==> src/rtl/fwd_data_path.sv <==
// fwd_data_path: operand-forwarding datapath.
// Holds the results of the last three issued instructions in slot 1/2/3
// (PC-4/PC-8/PC-12), tracks loads whose data has not yet returned, and muxes
// the slot values onto the EXE operands, the store data and the branch/JR
// comparator operands according to the forwarding unit's select codes.
//
// Optional feature: define FWD_LOAD_BYPASS_EN to let the load data returning
// this cycle feed the muxes directly, which removes one load-use stall cycle.
//
// Load return interface: mem_load_valid is a valid-only qualifier (no ready).
// When high, mem_load_data belongs to the oldest pending slot and is always
// accepted on that edge; a return with no pending slot is ignored.
module fwd_data_path (
    input  logic        CLK,
    input  logic        RESET,
    input  logic [31:0] exe_result,
    input  logic        exe_reg_write,
    input  logic        exe_load,
    input  logic [31:0] mem_load_data,
    input  logic        mem_load_valid,
    input  logic [31:0] rf_a,
    input  logic [31:0] rf_b,
    input  logic [1:0]  sel_a,
    input  logic [1:0]  sel_b,
    input  logic [1:0]  sel_mem,
    input  logic [1:0]  sel_br_a,
    input  logic [1:0]  sel_br_b,
    output logic [31:0] op_a,
    output logic [31:0] op_b,
    output logic [31:0] store_data,
    output logic [31:0] br_a,
    output logic [31:0] br_b,
    output logic        load_use_stall,
    output logic        load_lost
);

    // Slot history; index 0 is unused so select codes index directly.
    logic [3:1][31:0] data_q, data_d;
    logic [3:1]       pend_q, pend_d;
    logic             lost_q, lost_d;

    logic [1:0]       oldest;     // oldest pending slot, 0 = none
    logic [3:0]       hit;        // slot served by returning load this cycle
    logic [3:0][31:0] view;       // value each select code would deliver
    logic [3:0]       pend_eff;   // pending after bypass is accounted for

    // Find the oldest pending slot: 3 before 2 before 1.
    always_comb begin
        oldest = 2'd0;
        if (pend_q[3])      oldest = 2'd3;
        else if (pend_q[2]) oldest = 2'd2;
        else if (pend_q[1]) oldest = 2'd1;
    end

    // Next slot state: unconditional shift, then at most one load capture
    // applied at the position the captured entry moves to.
    always_comb begin
        data_d[1] = exe_result;
        pend_d[1] = exe_reg_write & exe_load;
        data_d[2] = data_q[1];
        pend_d[2] = pend_q[1];
        data_d[3] = data_q[2];
        pend_d[3] = pend_q[2];
        if (mem_load_valid) begin
            case (oldest)
                2'd1: begin
                    data_d[2] = mem_load_data;
                    pend_d[2] = 1'b0;
                end
                2'd2: begin
                    data_d[3] = mem_load_data;
                    pend_d[3] = 1'b0;
                end
                default: ; // slot 3 captured as it retires, or nothing pending
            endcase
        end
        // A pending slot 3 is always the oldest, so a return this edge
        // resolves it; otherwise it retires unresolved.
        lost_d = lost_q | (pend_q[3] & ~mem_load_valid);
    end

    // Slot history and sticky lost flag; reset discards all pending state.
    always_ff @(posedge CLK or negedge RESET) begin
        if (!RESET) begin
            data_q <= '0;
            pend_q <= '0;
            lost_q <= 1'b0;
        end else begin
            data_q <= data_d;
            pend_q <= pend_d;
            lost_q <= lost_d;
        end
    end

    // Per-select-code value and effective pending bit, including bypass.
    always_comb begin
        hit      = '0;
        view     = '0;
        pend_eff = '0;
        for (int i = 1; i <= 3; i++) begin
`ifdef FWD_LOAD_BYPASS_EN
            hit[i] = mem_load_valid && (oldest == 2'(i));
`else
            hit[i] = 1'b0;
`endif
            view[i]     = hit[i] ? mem_load_data : data_q[i];
            pend_eff[i] = pend_q[i] & ~hit[i];
        end
    end

    // Output muxes; while reset is held every output shows the rf value.
    always_comb begin
        op_a       = (!RESET || sel_a    == 2'd0) ? rf_a : view[sel_a];
        op_b       = (!RESET || sel_b    == 2'd0) ? rf_b : view[sel_b];
        store_data = (!RESET || sel_mem  == 2'd0) ? rf_b : view[sel_mem];
        br_a       = (!RESET || sel_br_a == 2'd0) ? rf_a : view[sel_br_a];
        br_b       = (!RESET || sel_br_b == 2'd0) ? rf_b : view[sel_br_b];
        load_use_stall = RESET & (pend_eff[sel_a] | pend_eff[sel_b] |
                                  pend_eff[sel_mem] | pend_eff[sel_br_a] |
                                  pend_eff[sel_br_b]);
        load_lost  = lost_q;
    end

endmodule

==> config.mk <==
export PLATFORM = sky130hd
export DESIGN_NAME = fwd_data_path
export DESIGN_NICKNAME = d
export VERILOG_FILES = /design/src/rtl/fwd_data_path.sv
export SDC_FILE = /design/constraint.sdc
export NUM_CORES = 1
export LEC_CHECK = 0
export BUFFER_PORTS_ARGS = -buffer_cell sky130_fd_sc_hd__buf_2
export CELL_PAD_IN_SITES_DETAIL_PLACEMENT = 0
export CELL_PAD_IN_SITES_GLOBAL_PLACEMENT = 1
export CORE_ASPECT_RATIO = 2
export CORE_MARGIN = 3
export CORE_UTILIZATION = 39
export DETAILED_ROUTE_END_ITERATION = 10
export PLACE_DENSITY_LB_ADDON = 0.05
export SYNTH_ARGS = -nofsm -noshare
export SYNTH_HDL_FRONTEND = slang
export SYNTH_SLANG_ARGS = --single-unit
==> constraint.sdc <==
create_clock -name CLK -period 2.8 [get_ports CLK]
set_input_delay 0.42 -clock CLK [delete_from_list [all_inputs] [get_ports CLK]]
set_output_delay 0.42 -clock CLK [all_outputs]
set_load 0.02 [all_outputs]
==> metrics.md <==
| Metric | Value |
|---|---|
| Synth-to-layout area growth | `26.7%` |
| DR iter-0 viols | `522` |
| Power Dens Cells | `453 nW/um2` |
| Largest net degree at the start of global routing | `136` |
| CTS tree | `yes` |
| Setup TNS | `0 ps` |
| Sink Count | `100` |
| Die width | `109 um` |
| H-tree depth | `3` |
| Gpl congestion | `0.839` |
| Synth cell types | `29` |
| CORE AREA | `20,600 um2` |
| WP data required | `2380 ps` |
| RSZ-0062 raised after global routing | `false` |
| Syn_area_per_cell | `8.14 um2` |
| Beginning of the critical path | `sel_a[0]` |
| CTS Buf Count | `9` |
| Root Driver | `clkbuf_16` |
| GRT Total Usage | `30.8%` |
| Yosys top cell by area | `dfrtp_1` |
| Async SR Flop Fraction | `100%` |
| Pre-antenna DRT Iters | `6` |
| Final min period | `2390 ps` |
| Top_reg_cell synth | `dfrtp_1` |
| Seq cells post-synth | `100` |
| Max VDD drop | `246 uV` |
| Setup Fix Bufs, Post-CTS | `0` |
| Hold Crit Class | `in2async` |
| First-pass GRT wire length | `54.1 mm` |
| Die H | `212 um` |
| Final period util | `85.3%` |
| Sequential fraction of the synthesis area | `30.3%` |
| Number of max-cap violations | `0` |
| Grt total ovfl | `0` |
| WP data arrival | `1970 ps` |
| Worst setup EP type | `primary output` |
| R2R Setup Slk | `970 ps` |
| Crit Path Class | `in2out` |
| Max Fclk | `419 MHz` |
| Port Buf Inserts | `304` |
| Share of cells above drive strength 1 | `39.0%` |
| Crit Path Max Fanout | `18` |
| Mapped Cells | `1,016` |
| Max_slew headroom | `56.8%` |
| Post-synth EDFFs | `0` |
| Hold Vio Cnt, Final | `0` |
| CP Launch Type | `primary input` |
| Reg2reg end | `data_q[53]` |
| DP HPWL | `25.3 mm` |
| Final setup fails | `0` |
| Reg2Reg Depth | `3` |
| Leak | `4.71 nW` |
| Overall power | `4.75 mW` |
| # rows | `74` |
| Synth top cells by count | `a21oi_1 (160), nor2_1 (136), mux2_2 (125), o22ai_1 (122), dfrtp_1 (100)` |
| Clk_lat worst skew | `360 ps` |
| Top post-synthesis cells by area | `dfrtp_1 (30%), mux2_2 (17%), a21oi_1 (9.7%)` |
| Maximum clock path buffer count | `2` |
| Syn Nets | `1,159` |
| Post-CTS Resized | `0` |
| Drt drc | `0` |
| Wire per inst | `23.1 um` |
| CTS Hold Buffers Added | `0` |
| Synth top area share | `30.3%` |
| Num ports | `305` |
| Vias in the first global route | `9,331` |
| Status | `finished, final reports clean` |
| Mapped cell area | `8270 um2` |
| Initial antenna violation count | `7` |
| Max-slew violation count | `0` |
| Worst-Margin Slew | `648 ps` |
| Most frequent cell after synthesis | `a21oi_1` |
| Yosys Warn Count | `0` |
| Total number of vias | `9,056` |
| Worst-path clk slew | `70 ps` |
| Die area | `23,100 um2` |
| Routed Wire Length | `36.0 mm` |
| Starting Density | `40.0%` |
| Clk_skew | `6.03 ps` |
| Post-detailed-route count of antenna-violating nets | `0` |
| Fin nets | `1,424` |
| Worst R2R Start | `pend_q[3]` |
| Vias per cell | `5.81` |
-- worst max path at each step --
stage / cells after the start / slack [ps] / end
2_1_floorplan: 5 / 820 / br_b[18]
3_5_place_dp: 6 / 420 / op_a[3]
6_report: 6 / 410 / op_a[3]
4_1_cts: 6 / 430 / op_a[3]
3_3_place_gp: 6 / 430 / op_a[3]
5_1_grt: 7 / 290 / op_a[12]
-- report_power, final --
| group | switching [mW] | internal, mW | leakage [nW] |
|---|---|---|---|
| clock network | 0.603 | 0.629 | 0.143 |
| logic | 1.11 | 0.719 | 3.41 |
| registers | 0.146 | 1.54 | 1.17 |
-- state kept, by name, summed over array words and instances, names as in the netlist --
register / cells
data_q: 96
pend_q: 3
load_lost: 1
-- placed cells by master, fill, tap and decap left out, types with 29 or more instances in the layout --
cell,Yosys,layout
buf_2,30,302
a21oi_1,160,160
nor2_1,136,132
mux2_2,125,125
o22ai_1,122,122
dfrtp_1,100,100
o21ai_0,76,76
nand2_1,76,74
mux2i_1,60,60
buf_4,7,36
mux2_1,29,29
-- critical path: stages --
cell and delay (ps):
buf_2 380, buf_12 230, mux2_2 340, o22ai_1 280, a21oi_1 120, buf_2 190
-- metal layers --
layer	global-route usage, %	wire (um)
met1	35.2	13600
met2	53.7	18600
met3	5.25	2180
met4	16.3	1630
met5	0	13
-- logic make-up after synthesis --
logic type / Yosys count / synth area share [%]
AND/OR/NAND/NOR: 227 / 10.9
AO/OA/AOI/OAI: 372 / 24.9
multiplexers: 214 / 28.2
flip-flops: 100 / 30.3
buffers and inverters: 103 / 5.72
-- area by class of cell --
type                    count  area [um2]
fillers                  2144       10200
clock inverters             6        37.5
multi-input cells         813        5340
well taps                 266         333
repair buffers            348        1980
inverters                   9        33.8
flip-flops and latches    100        2500
clock buffers              10         239
diodes                      6        15.0
-- metrics by stage --
| stage | instance area, um2 | setup slack [ps] | utilization (%) | std cells | hold WS, ps |
|---|---|---|---|---|---|
| 2_1_floorplan | 8270 | 822 | - | 1016 | 124 |
| 3_3_place_gp | 10200 | 429 | 49.3 | 1536 | 459 |
| 3_5_place_dp | 10200 | 423 | 49.3 | 1536 | 472 |
| 4_1_cts | 10500 | 431 | 50.7 | 1552 | 118 |
| 5_1_grt | 10500 | 294 | 50.7 | 1558 | 136 |
| 6_report | 10500 | 413 | 50.7 | 1558 | 122 |
(Power assumes the default switching activity.)
